## src/rtl/button_event_if.sv

```systemverilog
// Button event interface: debounced level in, classified event pulses and status out.
// master drives the button level; slave is the classifier.
interface button_event_if;
  logic       db_i;
  logic       press_o;
  logic       release_o;
  logic       long_o;
  logic       rpt_o;
  logic       held_o;
  logic [7:0] press_cnt_o;

  modport master (
    output db_i,
    input  press_o, release_o, long_o, rpt_o, held_o, press_cnt_o
  );

  modport slave (
    input  db_i,
    output press_o, release_o, long_o, rpt_o, held_o, press_cnt_o
  );
endinterface

```

## src/rtl/button_event.sv

```systemverilog
// Press classifier: turns a debounced button level into press/release/long/repeat
// pulses, a held level and a wrapping press counter. Auto-repeat is enabled by BTN_REPEAT_EN.
module button_event #(
  parameter int unsigned CNT_W        = 24,
  parameter int unsigned LONG_TICKS   = 5_000_000,
  parameter int unsigned REPEAT_TICKS = 1_000_000
) (
  input  logic          ck_i,
  input  logic          reset_i,
  button_event_if.slave bus_io
);

  localparam logic [1:0] StIdle = 2'd0;
  localparam logic [1:0] StDown = 2'd1;
  localparam logic [1:0] StLong = 2'd2;

  localparam logic [CNT_W-1:0] LongLast = CNT_W'(LONG_TICKS - 1);

  // Counter must hold the largest terminal compare value.
  if ((((LONG_TICKS - 1) >> CNT_W) != 0) || (((REPEAT_TICKS - 1) >> CNT_W) != 0)) begin : g_cnt_w_chk
    $error("button_event: CNT_W too narrow for LONG_TICKS/REPEAT_TICKS");
  end

  logic             db_q;
  logic [1:0]       state_q, state_d;
  logic [CNT_W-1:0] cnt_q, cnt_d;
  logic             press_q, press_d;
  logic             release_q, release_d;
  logic             long_q, long_d;
  logic             held_q, held_d;
  logic [7:0]       press_cnt_q, press_cnt_d;
  logic             rise, fall;

  assign rise = bus_io.db_i & ~db_q;
  assign fall = ~bus_io.db_i & db_q;

`ifdef BTN_REPEAT_EN
  localparam logic [CNT_W-1:0] RptLast = CNT_W'(REPEAT_TICKS - 1);
  logic rpt_q, rpt_d;
`endif

  always_comb begin
    state_d     = state_q;
    cnt_d       = cnt_q;
    press_d     = 1'b0;
    release_d   = 1'b0;
    long_d      = 1'b0;
    press_cnt_d = press_cnt_q;
`ifdef BTN_REPEAT_EN
    rpt_d       = 1'b0;
`endif
    unique case (state_q)
      StIdle: begin
        // A fall here belongs to a press held through reset: dropped silently.
        if (rise) begin
          state_d     = StDown;
          press_d     = 1'b1;
          press_cnt_d = press_cnt_q + 8'd1;
          cnt_d       = '0;
        end
      end
      StDown: begin
        if (fall) begin
          state_d   = StIdle;
          release_d = 1'b1;
          cnt_d     = '0;
        end else if (cnt_q == LongLast) begin
          state_d = StLong;
          long_d  = 1'b1;
          cnt_d   = '0;
        end else begin
          cnt_d = cnt_q + CNT_W'(1);
        end
      end
      StLong: begin
        if (fall) begin
          state_d   = StIdle;
          release_d = 1'b1;
          cnt_d     = '0;
        end
`ifdef BTN_REPEAT_EN
        else if (cnt_q == RptLast) begin
          rpt_d = 1'b1;
          cnt_d = '0;
        end else begin
          cnt_d = cnt_q + CNT_W'(1);
        end
`endif
      end
      default: begin
        state_d = StIdle;
        cnt_d   = '0;
      end
    endcase
    held_d = (state_d != StIdle);
  end

  // db_q resets high so a button held through reset is not taken as a press.
  always_ff @(posedge ck_i or posedge reset_i) begin
    if (reset_i) begin
      db_q        <= 1'b1;
      state_q     <= StIdle;
      cnt_q       <= '0;
      press_q     <= 1'b0;
      release_q   <= 1'b0;
      long_q      <= 1'b0;
      held_q      <= 1'b0;
      press_cnt_q <= 8'd0;
    end else begin
      db_q        <= bus_io.db_i;
      state_q     <= state_d;
      cnt_q       <= cnt_d;
      press_q     <= press_d;
      release_q   <= release_d;
      long_q      <= long_d;
      held_q      <= held_d;
      press_cnt_q <= press_cnt_d;
    end
  end

`ifdef BTN_REPEAT_EN
  always_ff @(posedge ck_i or posedge reset_i) begin
    if (reset_i) begin
      rpt_q <= 1'b0;
    end else begin
      rpt_q <= rpt_d;
    end
  end
  assign bus_io.rpt_o = rpt_q;
`else
  assign bus_io.rpt_o = 1'b0;
`endif

  assign bus_io.press_o     = press_q;
  assign bus_io.release_o   = release_q;
  assign bus_io.long_o      = long_q;
  assign bus_io.held_o      = held_q;
  assign bus_io.press_cnt_o = press_cnt_q;

endmodule

```

## src/flat_wrapper.sv

```systemverilog
// flat-port wrapper written by rule: the top's interface ports become plain ports
module button_event_flat 
#(
  parameter int unsigned CNT_W        = 24,
  parameter int unsigned LONG_TICKS   = 5_000_000,
  parameter int unsigned REPEAT_TICKS = 1_000_000
)
  (ck_i, reset_i, bus_io_db_i, bus_io_press_o, bus_io_release_o, bus_io_long_o, bus_io_rpt_o, bus_io_held_o, bus_io_press_cnt_o);
  button_event_if bus_io_i ();
  input  logic ck_i;
  input  logic reset_i;
  input wire logic [$bits(bus_io_i.db_i)-1:0] bus_io_db_i;
  output wire logic [$bits(bus_io_i.press_o)-1:0] bus_io_press_o;
  output wire logic [$bits(bus_io_i.release_o)-1:0] bus_io_release_o;
  output wire logic [$bits(bus_io_i.long_o)-1:0] bus_io_long_o;
  output wire logic [$bits(bus_io_i.rpt_o)-1:0] bus_io_rpt_o;
  output wire logic [$bits(bus_io_i.held_o)-1:0] bus_io_held_o;
  output wire logic [$bits(bus_io_i.press_cnt_o)-1:0] bus_io_press_cnt_o;
  assign bus_io_i.db_i = bus_io_db_i;
  assign bus_io_press_o = bus_io_i.press_o;
  assign bus_io_release_o = bus_io_i.release_o;
  assign bus_io_long_o = bus_io_i.long_o;
  assign bus_io_rpt_o = bus_io_i.rpt_o;
  assign bus_io_held_o = bus_io_i.held_o;
  assign bus_io_press_cnt_o = bus_io_i.press_cnt_o;
  button_event #(.CNT_W(CNT_W), .LONG_TICKS(LONG_TICKS), .REPEAT_TICKS(REPEAT_TICKS)) u_core (.ck_i(ck_i), .reset_i(reset_i), .bus_io(bus_io_i));
endmodule
```

## config.mk

```make
export PLATFORM = sky130hd
export DESIGN_NAME = button_event_flat
export DESIGN_NICKNAME = d
export VERILOG_FILES = /design/src/rtl/button_event_if.sv /design/src/rtl/button_event.sv /design/src/flat_wrapper.sv
export SDC_FILE = /design/constraint.sdc
export NUM_CORES = 1
export LEC_CHECK = 0
export BUFFER_PORTS_ARGS = -buffer_cell sky130_fd_sc_hd__buf_2
export CAP_MARGIN = 20
export CORE_ASPECT_RATIO = 1.1
export CORE_MARGIN = 1
export CORE_UTILIZATION = 53
export CTS_CLUSTER_DIAMETER = 120
export DETAILED_ROUTE_END_ITERATION = 10
export GPL_TIMING_DRIVEN = 0
export PLACE_DENSITY_LB_ADDON = 0.25
export SLEW_MARGIN = 30
export SYNTH_ARGS = -nofsm -noshare
export SYNTH_HDL_FRONTEND = slang
export SYNTH_SLANG_ARGS = --single-unit
```

## constraint.sdc

```tcl
create_clock -name ck_i -period 2.07 [get_ports ck_i]
set_clock_uncertainty 0.05 [all_clocks]
set_input_delay 0.414 -clock ck_i [delete_from_list [all_inputs] [get_ports ck_i]]
set_output_delay 0.414 -clock ck_i [all_outputs]
set_load 0.1 [all_outputs]
```

Word level (Yosys, flattened, before mapping)
Index checks and enable logic that the tools add are counted.

storage, ports and cells
  bits in registers = 39
  bits in latches = 0
  bits in writable memories = 0
  ROM bits = 0
  bits of input ports = 3
  output and inout bits = 13
  word-level logic and storage cells = 41
  memories kept = 0

cells by class
  add/sub/neg operators = 2
  multiply operators = 0
  div/mod/pow operators = 0
  order comparisons = 0
  equal/unequal tests = 5
  shift operators = 0
  mux-type cells = 17
  bitwise logic cells = 4
  reductions and logical operators = 5

operators by type and width
  kind                                                    number
  two-way mux 24 bit                                      4
  case mux 24 bit (3 select lines)                        1
  adder 24 x 1 -> 24 bit (second input constant)          1
  == test 24 x 23 -> 1 bit (second input constant)        1
  adder 8 x 1 -> 8 bit (second input constant)            1
  two-way mux 2 bit                                       4
  two-way mux 1 bit                                       7
  case mux 2 bit (3 select lines)                         1
  inequality test 2 x 1 -> 1 bit (second input constant)  2
  AND reduction 2 bit                                     2
  bitwise AND 1 bit                                       2
  == test 2 x 1 -> 1 bit (second input constant)          1
  == test 2 bit (second input constant)                   1
  logical NOT 2 bit                                       1
  inverter 1 bit                                          2
  nonzero test 2 bit                                      1
  OR reduction 2 bit                                      1

Longest topological paths before layout
Gate-level depths: netlist of run 1.

  word-level depth = 5
  gate-level depth with buffers = 8
  mapped depth without buffers = 7

Worst setup path before layout of run 1
No wires, ideal clock.

  path type = reg2reg
  from = register u_core.cnt_q[0]
  to = register u_core.cnt_q[8]
  setup time = 0.125 ns
  arrival = 1.782 ns
  data required time = 1.895 ns
  setup slack = 0.113 ns
  cell stages (with the launch flop) = 8
  buffers on the path = 1
  period minus slack after synthesis = 1.957 ns
  cells stage by stage = dfrtp_1 > ha_1 > nand3_1 > nor3_1 > a31o_2 > buf_6 > o21ai_1 > mux2_2

on the way
  word-level cells in the longest chain between the ends = 4
  elaborated cells between the ends (all ways) = 5
  classes of those cells = add/sub: 1; eq/ne: 1; mux: 3

ends and longest elaborated chain
  element                                                                    line                                    source
  start, declared                                                            button_event.sv:26                      logic [CNT_W-1:0] cnt_q, cnt_d;
  start signal, assigned                                                     button_event.sv:112                     cnt_q <= cnt_d;
  adder 24 x 1 -> 24 bit / == test 24 x 23 -> 1 bit (equally long branches)  button_event.sv:72, button_event.sv:67
  two-way mux 24 bit (*)                                                     button_event.sv:67                      end else if (cnt_q == LongLast) begin
  two-way mux 24 bit (*)                                                     button_event.sv:63                      if (fall) begin
  case mux 24 bit (3 select lines) (*)                                       button_event.sv:52                      unique case (state_q)

Every way passes the cells marked *; elsewhere a longest branch is shown, timed or not.
A chain may end at the register's enable or synchronous reset.

Worst setup path after layout of run 1
  from = register u_core.cnt_q[7]
  to = register u_core.cnt_q[19]

The elaborated chain is that of the path after synthesis.

==> run metrics, run 1 <==
crit path to u_core.cnt_q[19]; Syn Area/Cell 9.77 um^2; number of synthesized flops with an enable pin 0; DRC errors left 0; post-route setup slack 49.8 ps; hold crit path type input pin to async pin; initial antenna violation count 0; Top Metal Used met4; Syn-to-layout area delta 15.9%; Via density 5.82; pre-CTS WS -176 ps; Arrival @ worst endpoint 2140 ps; ys flop type dfrtp_1; Setup Viol. Count Final 0; nets 244; Die Y 67.9 um; grt ovf 0; number of DRC markers in iteration 0 49; register-to-register path setup slack 50 ps; Ports 16; Initial Util 0.563; clock transition at the registers of the reported paths 70 ps; placed insts 279; max-cap violation count 0; Cell Count, Final, Fillers Out 286; Critical Path Source Type flip-flop; Final Hold Fails 0; Rel. slew slack 0.574; outcome completed; Tcrit/Tclk final 0.976; Synth top cells by count 38 x dfrtp_1, 17 x nand2_1, 16 x nand3_1, 16 x nor2_1, 10 x a21oi_1; CP startpoint u_core.cnt_q[7]; Worst VDD drop 0.391 mV; Tmin final 2020 ps; Worst setup EP type flip-flop; Fmax 0.495 GHz; Core Util, Final 0.653; largest net degree at the start of global routing 26; Detail Route Antenna Nets 0; gpl congestion 0.855; ys async rst share 1.00; DP Area 0.00225 mm^2; post-synth top area share 0.455; worst reg2reg path depth 6; Hold Slack 31.6 ps; worst slew pin tran 637 ps; r2r endpoint u_core.cnt_q[19]; RSZ-0062 raised after global routing true; Post-Syn Area 0.00209 mm^2; first-pass GRT wire length 6530 um; # H-tree levels 2; FF+latch count, synth 39; drt pass-1 iters 4; CTS tree done; WL met2 2020 um; critical path type flip-flop to flip-flop; hold_buf cts 0; M1 WL 1900 um; syn_nets 223; drt total wl 4110 um; Pleak 1.03 nW; share of cells above drive strength 1 0.229; Seq/Total Area, Yosys 0.467; core area 0.00371 mm^2; leading area contributor after synthesis dfrtp_1; DP HPWL 3010 um; total CTS buffers 5; Total GRT Usage 0.214; Design Area, Final 0.00242 mm^2; Critical R2R Launch u_core.cnt_q[7]; routed vias 1665; Die W 61.9 um; distinct cell type count after synthesis 55; num rows 23; Die ar. 0.00420 mm^2; clk sinks 39; WL/cell 14.4 um; vias in the first global route 1465; power density over cell area 1070 mW/mm^2; Post-Syn Instances 214; CTS root buf clkbuf_8; Yosys warnings 0; Critical Path RT 2190 ps; Antenna diodes 0; met3 routed WL 129 um; top cells by area, synth dfrtp_1 45%, nand3_1 3.8%, ha_1 3.6%, nand2_1 3.1%, nor2_1 2.9%; worst skew pair latency 290 ps; CP Max Fanout 10; most frequent cell after synthesis dfrtp_1; CTS Buffer Depth 2; Final Slew Violations 0; IO buf count 14
flip-flops by register name, indices dropped and copies added, names as in the netlist:
register and cells:
u_core.bus_io.release_o 1, u_core.bus_io.press_cnt_o 8, u_core.bus_io.press_o 1, u_core.bus_io.long_o 1
u_core.cnt_q 24, u_core.db_q 1, u_core.bus_io.held_o 1, u_core.state_q 2
how the worst min path moves through the flow:
stage,from,end,slack [ps],depth (start not counted)
2_1_floorplan,bus_io_db_i,u_core.db_q,370,0
3_3_place_gp,u_core.bus_io.press_cnt_o[7],u_core.bus_io.press_cnt_o[7],410,1
3_5_place_dp,reset_i,u_core.cnt_q[0],350,2
4_1_cts,reset_i,u_core.cnt_q[14],40,2
5_1_grt,reset_i,u_core.cnt_q[14],60,2
6_report,reset_i,u_core.cnt_q[0],30,2
routing by layer:
layer,global-route usage,up-vias
li1,-,828
met1,0.267,800
met2,0.359,32
met3,0.0510,5
met4,0.0750,0
met5,0,-
critical path: stages, from the launching register on:
cell     delay (ps)
dfrtp_2         450
or4_4           560
nor3_4          150
a31oi_1         120
buf_2           230
nor2_4          240
nor3_1          100
stage by stage:
step | power [mW] | setup TNS [ps]
2_1_floorplan | 1.77 | 0
3_5_place_dp | 1.97 | -1970
4_1_cts | 2.61 | 0
6_report | 2.59 | 0
5_1_grt | 2.75 | -462
3_3_place_gp | 1.95 | -1430
cells by family (layout without fill, tap and decap cells):
family	count (synthesis)	count (layout)	share of synthesized area
muxes	6	6	0.0299
adders and majority gates	6	6	0.0359
other	1	1	0.00179
and+or+nand+nor	100	100	0.274
DFF	39	39	0.467
xor gates and xnor gates	9	9	0.0377
AOI/OAI and AO/OA	39	39	0.118
buffers and inverters	14	36	0.0359
cell type report:
| type | instances | area (um^2) |
|---|---|---|
| fillers | 297 | 1290 |
| multi-input cells | 161 | 1100 |
| flip-flops and latches | 39 | 980 |
| repair buffers | 15 | 97.6 |
| clock buffers | 5 | 68.8 |
| well taps | 50 | 62.6 |
| clock inverters | 3 | 43.8 |
| plain buffers | 5 | 42.5 |
| inverters | 8 | 30.0 |
cell usage in the layout (no fill, tap or decap), types with 4 or more instances in the layout:
| master | count |
|---|---|
| a21oi_1 | 9 |
| buf_2 | 15 |
| clkbuf_8 | 6 |
| dfrtp_1 | 36 |
| ha_1 | 5 |
| inv_1 | 7 |
| mux2i_1 | 4 |
| nand2_1 | 17 |
| nand3_1 | 15 |
| nand4_1 | 8 |
| nor2_1 | 15 |
| nor3_1 | 6 |
| o21ai_0 | 9 |
| o21ai_1 | 5 |
| or4_1 | 5 |
| xnor2_1 | 4 |
| xor2_1 | 5 |
report_power, final:
part	total [mW]	internal [mW]	switching, mW
clock network	0.623	0.359	0.264
registers	0.930	0.849	0.0815
logic	1.04	0.244	0.796
what timing repair did:
action,4_1_cts,5_1_grt
setup endpoints to repair,23,26
pin swaps,0,2
gates resized for setup,3,12
buffers inserted,0,0
Power figures use the tool's default switching activity.
==> run 2, diff against run 1 <==
--- a/config.mk
+++ b/config.mk
@@ -8,8 +8,8 @@
 export BUFFER_PORTS_ARGS = -buffer_cell sky130_fd_sc_hd__buf_2
 export CAP_MARGIN = 20
 export CORE_ASPECT_RATIO = 1.1
-export CORE_MARGIN = 1
-export CORE_UTILIZATION = 53
+export CORE_UTILIZATION = 56
+export CTS_BUF_LIST = sky130_fd_sc_hd__clkbuf_2
 export CTS_CLUSTER_DIAMETER = 120
 export DETAILED_ROUTE_END_ITERATION = 10
 export GPL_TIMING_DRIVEN = 0
==> run metrics, run 2 (synthesis gave the netlist of run 1 again) <==
DP Area 0.00225 mm^2; CTS Buffer Depth 2; register with the highest flop count u_core.cnt_q; RSZ-0062 raised after global routing true; commonest non-fill, non-tap cell in the layout dfrtp_1; Ports 16; Tcrit/Tclk final 0.978; CTS root buf clkbuf_2; first-pass GRT wire length 7220 um; most frequent cells in the layout 35 x dfrtp_1, 17 x nand2_1, 15 x nor2_1, 15 x nand3_1, 14 x buf_2; Die W 60.3 um; Worst VDD drop 0.584 mV; Pleak 1.05 nW; CTS tree done; Detail Route Antenna Nets 0; # H-tree levels 2; Sw Pwr 1.18 mW; CP startpoint u_core.cnt_q[7]; max-cap violation count 0; r2r endpoint u_core.cnt_q[8]; Fmax 0.494 GHz; largest net degree at the start of global routing 24; CP Max Fanout 10; outcome completed; Sw Share 0.490; Worst setup EP type flip-flop; Total GRT Usage 0.245; nets 255; share of cells above drive strength 1 0.267; Comb power frac 0.475; clk sinks 39; register-to-register path setup slack 50 ps; clock transition at the registers of the reported paths 200 ps; worst reg2reg path depth 6; Clk network pwr share 0.141; Arrival @ worst endpoint 2280 ps; placed insts 277; total CTS buffers 5; DRC errors left 0; Antenna diodes 0; Die Y 66.1 um; gpl congestion 0.854; cells along the critical path or4_4 > nor3_4 > a31o_4 > buf_6 > o21ai_1 > mux2_2; DP HPWL 3010 um; number of DRC markers in iteration 0 126; WL/cell 15.3 um; Multi-input gate area 0.00113 mm^2; Via density 6.00; num rows 22; CP peak stage delay 570 ps; worst skew pair latency 410 ps; Initial Util 0.608; slowest stage cell on the critical path or4_4; drt total wl 4510 um; Setup Viol. Count Final 0; HP Start bus_io_db_i; pre-CTS WS -200 ps; Design Area, Final 0.00246 mm^2; hold crit path type input pin to flip-flop; post-route setup slack 45.0 ps; Syn-to-layout area delta 17.9%; IO buf count 14; Tmin final 2020 ps; drt pass-1 iters 4; core area 0.00344 mm^2; Final Slew Violations 0; Seq pwr share 0.384; Critical R2R Launch u_core.cnt_q[7]; max reg flops 24; fill count 264; Power Total 2.42 mW; Pint 1.23 mW; Hold Path Depth 1; routed vias 1770; Sum Neg Setup Slack 0 ps; vias in the first global route 1625; grt ovf 0; Die ar. 0.00398 mm^2; WHS Endpoint u_core.db_q; Critical Path Source Type flip-flop; critical path type flip-flop to flip-flop; Critical Path RT 2330 ps; storage element area 981 um^2; Final Hold Fails 0; initial antenna violation count 0; Cell Count, Final, Fillers Out 295; power density over cell area 981 mW/mm^2
-- run 2: layout make-up --
cell class / instances / share of cell area
inverters: 8 / 0.0122
plain buffers: 5 / 0.0183
clock inverters: 2 / 0.00508
flip-flops and latches: 39 / 0.398
multi-input cells: 162 / 0.459
clock buffers: 6 / 0.0122
repair buffers: 25 / 0.0711
well taps: 48 / 0.0244
-- run 2: layer usage --
metal	vias to the layer above	global-route usage	part of all wire
li1	848	-	-
met1	880	0.314	0.43
met2	37	0.404	0.51
met3	5	0.0587	0.044
met4	0	0.0756	0.012
met5	-	0	0
-- run 2: critical path, delay by kind of cell (launching register included) --
kind	cells	cell delay (ps)
AOI/OAI and AO/OA	2	260
DFF	1	490
and+or+nand+nor	2	730
buffers and inverters	1	140
muxes	1	260
-- run 2: what timing repair did --
item	CTS	global route
pin swaps	0	3
setup buffers	1	8
endpoints found under the setup margin	25	24
hold buffers	1	0
endpoints found under the hold margin	16	0
gates resized for setup	7	16
cloned	0	1
-- run 2: power groups by stage --
stage	logic [mW]	registers, mW	clock network, mW
after CTS	1.06	0.929	0.347
final	1.15	0.928	0.342
after global placement	1.01	0.944	0
after detailed placement	1.03	0.949	0
after global routing	1.24	0.943	0.381
after floorplan	0.403	1.37	0
-- run 2: how the worst max path moves through the flow --
| stage | to | slack, ps | cells past startpoint |
|---|---|---|---|
| 2_1_floorplan | u_core.cnt_q[8] | 110 | 7 |
| 3_3_place_gp | u_core.cnt_q[8] | -160 | 7 |
| 3_5_place_dp | u_core.cnt_q[8] | -200 | 7 |
| 4_1_cts | u_core.cnt_q[8] | -6 | 6 |
| 5_1_grt | u_core.cnt_q[17] | -10 | 6 |
| 6_report | u_core.cnt_q[8] | 50 | 6 |
-- run 2: through the flow --
step | hold WS, ps | util
after floorplan | 368 | -
after global placement | 406 | 0.645
after detailed placement | 390 | 0.653
after CTS | 50.6 | 0.677
after global routing | 12.4 | 0.716
final | 57.4 | 0.716
